## config.mk

```make
export PLATFORM = sky130hd
export DESIGN_NAME = pwm_demodulator
export DESIGN_NICKNAME = d
export VERILOG_FILES = /design/src/rtl/pwm_demodulator.sv
export SDC_FILE = /design/constraint.sdc
export NUM_CORES = 1
export LEC_CHECK = 0
export CAP_MARGIN = 20
export CORE_ASPECT_RATIO = 0.9
export CORE_MARGIN = 2
export CORE_UTILIZATION = 40
export CTS_CLUSTER_DIAMETER = 40
export DETAILED_ROUTE_END_ITERATION = 6
export SLEW_MARGIN = 10
export SYNTH_ARGS = -nofsm -noshare
export SYNTH_HDL_FRONTEND = slang
export SYNTH_SLANG_ARGS = --single-unit
```

## constraint.sdc

```tcl
create_clock -name clk -period 5.5 [get_ports clk]
set_input_delay 0.825 -clock clk [delete_from_list [all_inputs] [get_ports clk]]
set_output_delay 0.825 -clock clk [all_outputs]
set_load 0.05 [all_outputs]
```

## src/rtl/pwm_demodulator.sv

```systemverilog
// pwm_demodulator: recovers one BITS_PER_SAMPLE-bit sample per PWM frame by counting mid-step highs.
// Optional DEMOD_RESYNC_EN: mid-frame nsync falling edges realign the frame and pulse resync_err.
module pwm_demodulator #(
  parameter int CLKS_PER_PWM_STEP   = 1000,
  parameter int PWM_STEP_PER_SAMPLE = 255,
  parameter int BITS_PER_SAMPLE     = 8
) (
  input  logic                       clk,
  input  logic                       rst,
  input  logic                       enable,
  input  logic                       pwm,
  input  logic                       nsync,
  input  logic                       full,
  output logic [BITS_PER_SAMPLE-1:0] sample,
  output logic                       write,
  output logic                       overflow,
  output logic                       locked
`ifdef DEMOD_RESYNC_EN
  ,
  output logic                       resync_err
`endif
);

  localparam int CW = (CLKS_PER_PWM_STEP > 1) ? $clog2(CLKS_PER_PWM_STEP) : 1;
  localparam int SW = $clog2(PWM_STEP_PER_SAMPLE + 1);
  localparam int HW = $clog2(PWM_STEP_PER_SAMPLE + 1);
  localparam logic [CW-1:0] CLK_LAST  = CW'(CLKS_PER_PWM_STEP - 1);
  localparam logic [CW-1:0] CLK_MID   = CW'(CLKS_PER_PWM_STEP / 2);
  localparam logic [SW-1:0] STEP_LAST = SW'(PWM_STEP_PER_SAMPLE - 1);
  localparam logic [BITS_PER_SAMPLE-1:0] SAMPLE_MAX = '1;

  typedef enum logic {IDLE = 1'b0, MEASURE = 1'b1} state_t;

  state_t                     state, state_n;
  logic [CW-1:0]              clk_cnt, clk_n;
  logic [SW-1:0]              step_cnt, step_n;
  logic [HW-1:0]              hi_cnt, hi_n, final_val;
  logic                       pwm_m, pwm_s, nsync_m, nsync_s;
  logic                       mid_hi, end_step, eof, abort;
  logic [BITS_PER_SAMPLE-1:0] sample_sat;

  // Two-flop synchronisers for the asynchronous modulator lines.
  always_ff @(posedge clk) begin
    if (!rst) begin
      pwm_m   <= 1'b0;
      pwm_s   <= 1'b0;
      nsync_m <= 1'b1;
      nsync_s <= 1'b1;
    end else begin
      pwm_m   <= pwm;
      pwm_s   <= pwm_m;
      nsync_m <= nsync;
      nsync_s <= nsync_m;
    end
  end

  assign mid_hi    = (state == MEASURE) && (clk_cnt == CLK_MID) && pwm_s;
  assign end_step  = (state == MEASURE) && (clk_cnt == CLK_LAST);
  assign eof       = end_step && (step_cnt == STEP_LAST);
  // Covers CLKS_PER_PWM_STEP=2, where the mid sample lands on the last clock of the step.
  assign final_val = hi_cnt + HW'(mid_hi);

`ifdef DEMOD_RESYNC_EN
  logic nsync_d;
  logic nsync_fall;

  // Previous synchronised nsync for falling-edge detection.
  always_ff @(posedge clk) begin
    if (!rst) begin
      nsync_d <= 1'b1;
    end else begin
      nsync_d <= nsync_s;
    end
  end

  assign nsync_fall = nsync_d & ~nsync_s;
  // An edge seen on the frame's last clock puts the next cycle at step 0 / clock 0: aligned.
  assign abort = (state == MEASURE) && nsync_fall && !eof;

  // One-clock pulse per resync abort.
  always_ff @(posedge clk) begin
    if (!rst) begin
      resync_err <= 1'b0;
    end else begin
      resync_err <= abort;
    end
  end
`else
  assign abort = 1'b0;
`endif

  // Saturate the recovered count to the sample width.
  always_comb begin
    sample_sat = '0;
    if (64'(final_val) > 64'(SAMPLE_MAX)) begin
      sample_sat = SAMPLE_MAX;
    end else begin
      sample_sat = BITS_PER_SAMPLE'(final_val);
    end
  end

  // State and counter registers.
  always_ff @(posedge clk) begin
    if (!rst) begin
      state    <= IDLE;
      clk_cnt  <= '0;
      step_cnt <= '0;
      hi_cnt   <= '0;
    end else begin
      state    <= state_n;
      clk_cnt  <= clk_n;
      step_cnt <= step_n;
      hi_cnt   <= hi_n;
    end
  end

  // Next-state and counter update.
  always_comb begin
    state_n = state;
    clk_n   = clk_cnt;
    step_n  = step_cnt;
    hi_n    = hi_cnt;
    case (state)
      IDLE: begin
        clk_n  = '0;
        step_n = '0;
        hi_n   = '0;
        if (enable && !nsync_s) begin
          state_n = MEASURE;
        end else begin
          state_n = IDLE;
        end
      end
      MEASURE: begin
        if (!enable || abort) begin
          clk_n  = '0;
          step_n = '0;
          hi_n   = '0;
          if (!enable) begin
            state_n = IDLE;
          end else begin
            state_n = MEASURE;
          end
        end else if (eof) begin
          clk_n  = '0;
          step_n = '0;
          hi_n   = '0;
        end else if (end_step) begin
          clk_n  = '0;
          step_n = step_cnt + SW'(1);
          hi_n   = final_val;
        end else begin
          clk_n  = clk_cnt + CW'(1);
          hi_n   = final_val;
        end
      end
      default: begin
        state_n = IDLE;
        clk_n   = '0;
        step_n  = '0;
        hi_n    = '0;
      end
    endcase
  end

  // Registered outputs and FIFO write handshake.
  always_ff @(posedge clk) begin
    if (!rst) begin
      sample   <= '0;
      write    <= 1'b0;
      overflow <= 1'b0;
      locked   <= 1'b0;
    end else begin
      locked <= (state_n == MEASURE);
      write  <= 1'b0;
      if (eof && !abort) begin
        sample <= sample_sat;
        if (full) begin
          overflow <= 1'b1;
        end else begin
          write <= 1'b1;
        end
      end
    end
  end

endmodule

```

# After elaboration in Yosys (flattened, before gate mapping)
# Index checks and enable logic that the tools add are counted.
# word_totals
reg_bits	41
out_inout_bits	11
wordCells	42
# op_classes
addsub	3
eq_ne	4
mux	15
n_bitwise	1
n_reduce_logical	8
# op_table
op	n
$mux W8	5
$pmux W8 S2	2
$mux W10	3
$pmux W10 S2	1
$add A10 B1 Y10 const B	1
$eq A10 B10 Y1 const B	1
$eq A10 B9 Y1 const B	1
$add A8 B1 Y8	1
$add A8 B1 Y8 const B	1
$eq A8 B8 Y1 const B	1
$logic_and A1 B1 Y1	5
$ne A4 B2 Y1 const B	1
$reduce_and A2 Y1	2
$mux W1	3
$pmux W1 S2	1
$logic_not A1 Y1	1
$not A1 Y1	1

# Depth between registers and ports, before layout
# logic_depth
word_depth	7
depth_mapped	10
depth_no_buf	10

# Least setup slack after synthesis
# Ideal clock, no wire load.
# synth_timing
path_kind	register to register
from	register locked (netlist name)
to	register sample[6]
t_arrival_ps	1916
t_required_ps	5368
path_slack_ps	3452
stages_incl_launch_ff	9
path_cell_list	dfxtp_1 > nand3_1 > nor3_1 > ha_1 > ha_1 > and3_1 > a31oi_1 > nor4_1 > nor3_1
# synth_rtl
element	line	text
to (signal assigned)	177	sample <= sample_sat;
to (decl)	14	output logic [BITS_PER_SAMPLE-1:0] sample,

# Final worst setup path
# layout_timing
from	register locked
to	output port locked
# layout_rtl
element	line	text
from (decl)	17	output logic locked
from (signal assigned)	174	locked <= (state_n == MEASURE);
# No word-level cell between the ends.

==> flow_summary.ini <==
[clock_network]
htree_levels = 2
clock_path_buffers = 2
holdBufCountCts = 0
clk_pin_slew_ps = 70
cts_root_buf = clkbuf_8
cts_buffers = 5
clock_latency_ps = 300
ctsResizeCount = 0
clock-sinks = 41
post_cts_buffers = 0
cts_tree = built

[floorplanning]
initial_core_util_pct = 42.3
die_height_um = 66.7
core_area_sq_mm = 0.00413
die_w_um = 73.7
die_area_sq_mm = 0.00492
rows = 22
pin_count = 17

[power]
power_frac_comb_pct = 1.5
p_leak_nw = 0.697
ir_drop_mv = 0.175
clkPwrFrac_pct = 48.2
power_density_mw_per_mm2 = 291
sequentialPowerShare_pct = 50.3
switchingPower_w = 0.000111
p_int_w = 0.000483
switching_share_pct = 18.7

[synthesis]
syn_inst = 192
synth.net_count = 204
synth_area_leaders = dfxtp_1 47%, nor2_1 4.7%, a21oi_1 4.6%
yosysWarnings = 0
ys_types = 34
netlist_area_sq_mm = 0.00175
synth-seq-area-share_pct = 47.0
synth_top_area_cell = dfxtp_1
syn_area_per_cell_sq_um = 9.10
synth-edff-count = 0
ys_ff_latch = 41
synth_top_area_share_pct = 47.0
synth_flop_cell = dfxtp_1
async_reset_ff_share_pct = 0

[worst_setup_path]
cp_cell_sequence = clkdlybuf4s50_1
critPathArrivalTime_ps = 1550
critical-path-slowest-cell = clkdlybuf4s50_1
crit_type = reg2out
startpoint_type = flip-flop
critical-path-max-stage-delay_ps = 840
critPathBufInv = 1
cp-end-kind = output pin
cp_max_fo = 6
crit_family = buffers and inverters
critical_path_required_ps = 4680

[timing]
maxSlewViolCount = 0
setup_violations = 0
relSlewSlack_pct = 47.4
layout_setup_ws_ps = 3130
fin_tns_setup_ps = 0
clock-skew-final_ps = 12.7
fmax_ghz = 0.421
period_needed_ps = 2370
fin_crit_sh_pct = 43.2
tightestPinTransition_ps = 786
rsz0062_at_grt = no
finalHoldViolCount = 0

[drt]
drt_pass1_iterations = 4
wire_per_inst_um = 13.9
wirelength_mm = 3.56
drtIter0Drc = 75
via_count = 1388
remaining_drc_errors = 0
ant_nets = 0
avgViaCountPerCell = 5.42

[layout]
antenna_cells = 0
layout-drive-gt1-share_pct = 5.29
final_cells = 256
fin_nets = 219
fin_util_pct = 49.5
syn2layout_area_growth_pct = 16.8

[place]
place_congestion = 0.824
io_buffers = 16
place_inst = 248
dp_hpwl_mm = 2.47
place_ws_ps = 3090

[grt]
grt-ovfl-total = 0
grt_pass1_vias = 1302
grt_max_degree = 16
grt_pass1_wl_mm = 6.07
track_usage_pct = 16.2
antenna_found_initial = 0

[status]
status = complete, no violations

[job]
drv_cap = 0

[worst_hold_path]
hold_class = reg2reg
## per-stage QoR
stage	instance area, sq um	hold slack [ps]	power, W
2_1_floorplan	1750	386	0.000309
3_3_place_gp	1910	390	0.000314
3_5_place_dp	1910	402	0.000315
4_1_cts	2040	418	0.000597
5_1_grt	2040	437	0.000612
6_report	2040	416	0.000594
## final cells by class
type                    count  area (sq um)
clock inverters             3          65.1
repair buffers             16           160
fillers                   382          2090
inverters                  12          45.0
well taps                  48          60.1
flip-flops and latches     41           821
clock buffers               5          68.8
multi-input cells         131           822
## power by group through the flow
stage	logic [W]	registers (W)	clock network (W)
after floorplan	0.00000328	0.000306	0
after global placement	0.00000880	0.000306	0
after detailed placement	0.00000904	0.000306	0
after CTS	0.00000906	0.000299	0.000289
after global routing	0.0000101	0.000299	0.000303
final	0.00000895	0.000299	0.000286
## flip-flops by register name (all words and copies together) (netlist names)
| signal | count |
|---|---|
| clk_cnt | 10 |
| hi_cnt | 8 |
| locked | 1 |
| nsync_m | 1 |
| nsync_s | 1 |
| overflow | 1 |
| pwm_m | 1 |
| pwm_s | 1 |
| sample | 8 |
| step_cnt | 8 |
| write | 1 |
## cells in the final DEF, fill, tap and decap left out, drive strengths merged, types with 12 or more instances in the layout
master / instances
a21oi: 16
clkdlybuf4s50: 16
dfxtp: 41
inv: 12
nand3: 16
nor2: 22
## final timing paths
kind,from,end,slack [ps],depth (start not counted)
worst max-delay path,locked,locked,3130,1
worst min-delay path,nsync_m,nsync_s,420,1
worst max register to register,clk_cnt[0],hi_cnt[5],3260,5
worst min register to register,nsync_m,nsync_s,420,1
## synthesized netlist by cell type (all sizes together), types with 5 or more instances
cell / n
dfxtp: 41
nand4: 6
nand3: 16
o21ai: 5
a211oi: 6
nor2: 22
inv: 12
xnor2: 6
xor2: 6
ha: 6
and4: 5
a21oi: 16
## cell families (layout without fill, tap and decap cells)
| logic type | Yosys count | in the layout | share of synthesized area, % |
|---|---|---|---|
| compound gates | 38 | 38 | 13.6 |
| buf+inv | 20 | 36 | 6.01 |
| xor+xnor | 12 | 12 | 6.01 |
| simple gates | 75 | 75 | 23.1 |
| flops | 41 | 41 | 47.0 |
| fa+ha+maj | 6 | 6 | 4.29 |
## metal layers
metal | track usage, % | part of all wire [%] | vias up
met5 | 0 | 0 | -
met4 | 6.82 | 1.9 | 0
met3 | 3.63 | 3.4 | 8
met2 | 24.0 | 43 | 24
met1 | 22.5 | 52 | 647
li1 | - | - | 709
No activity file was read; power rests on OpenSTA's default activity.
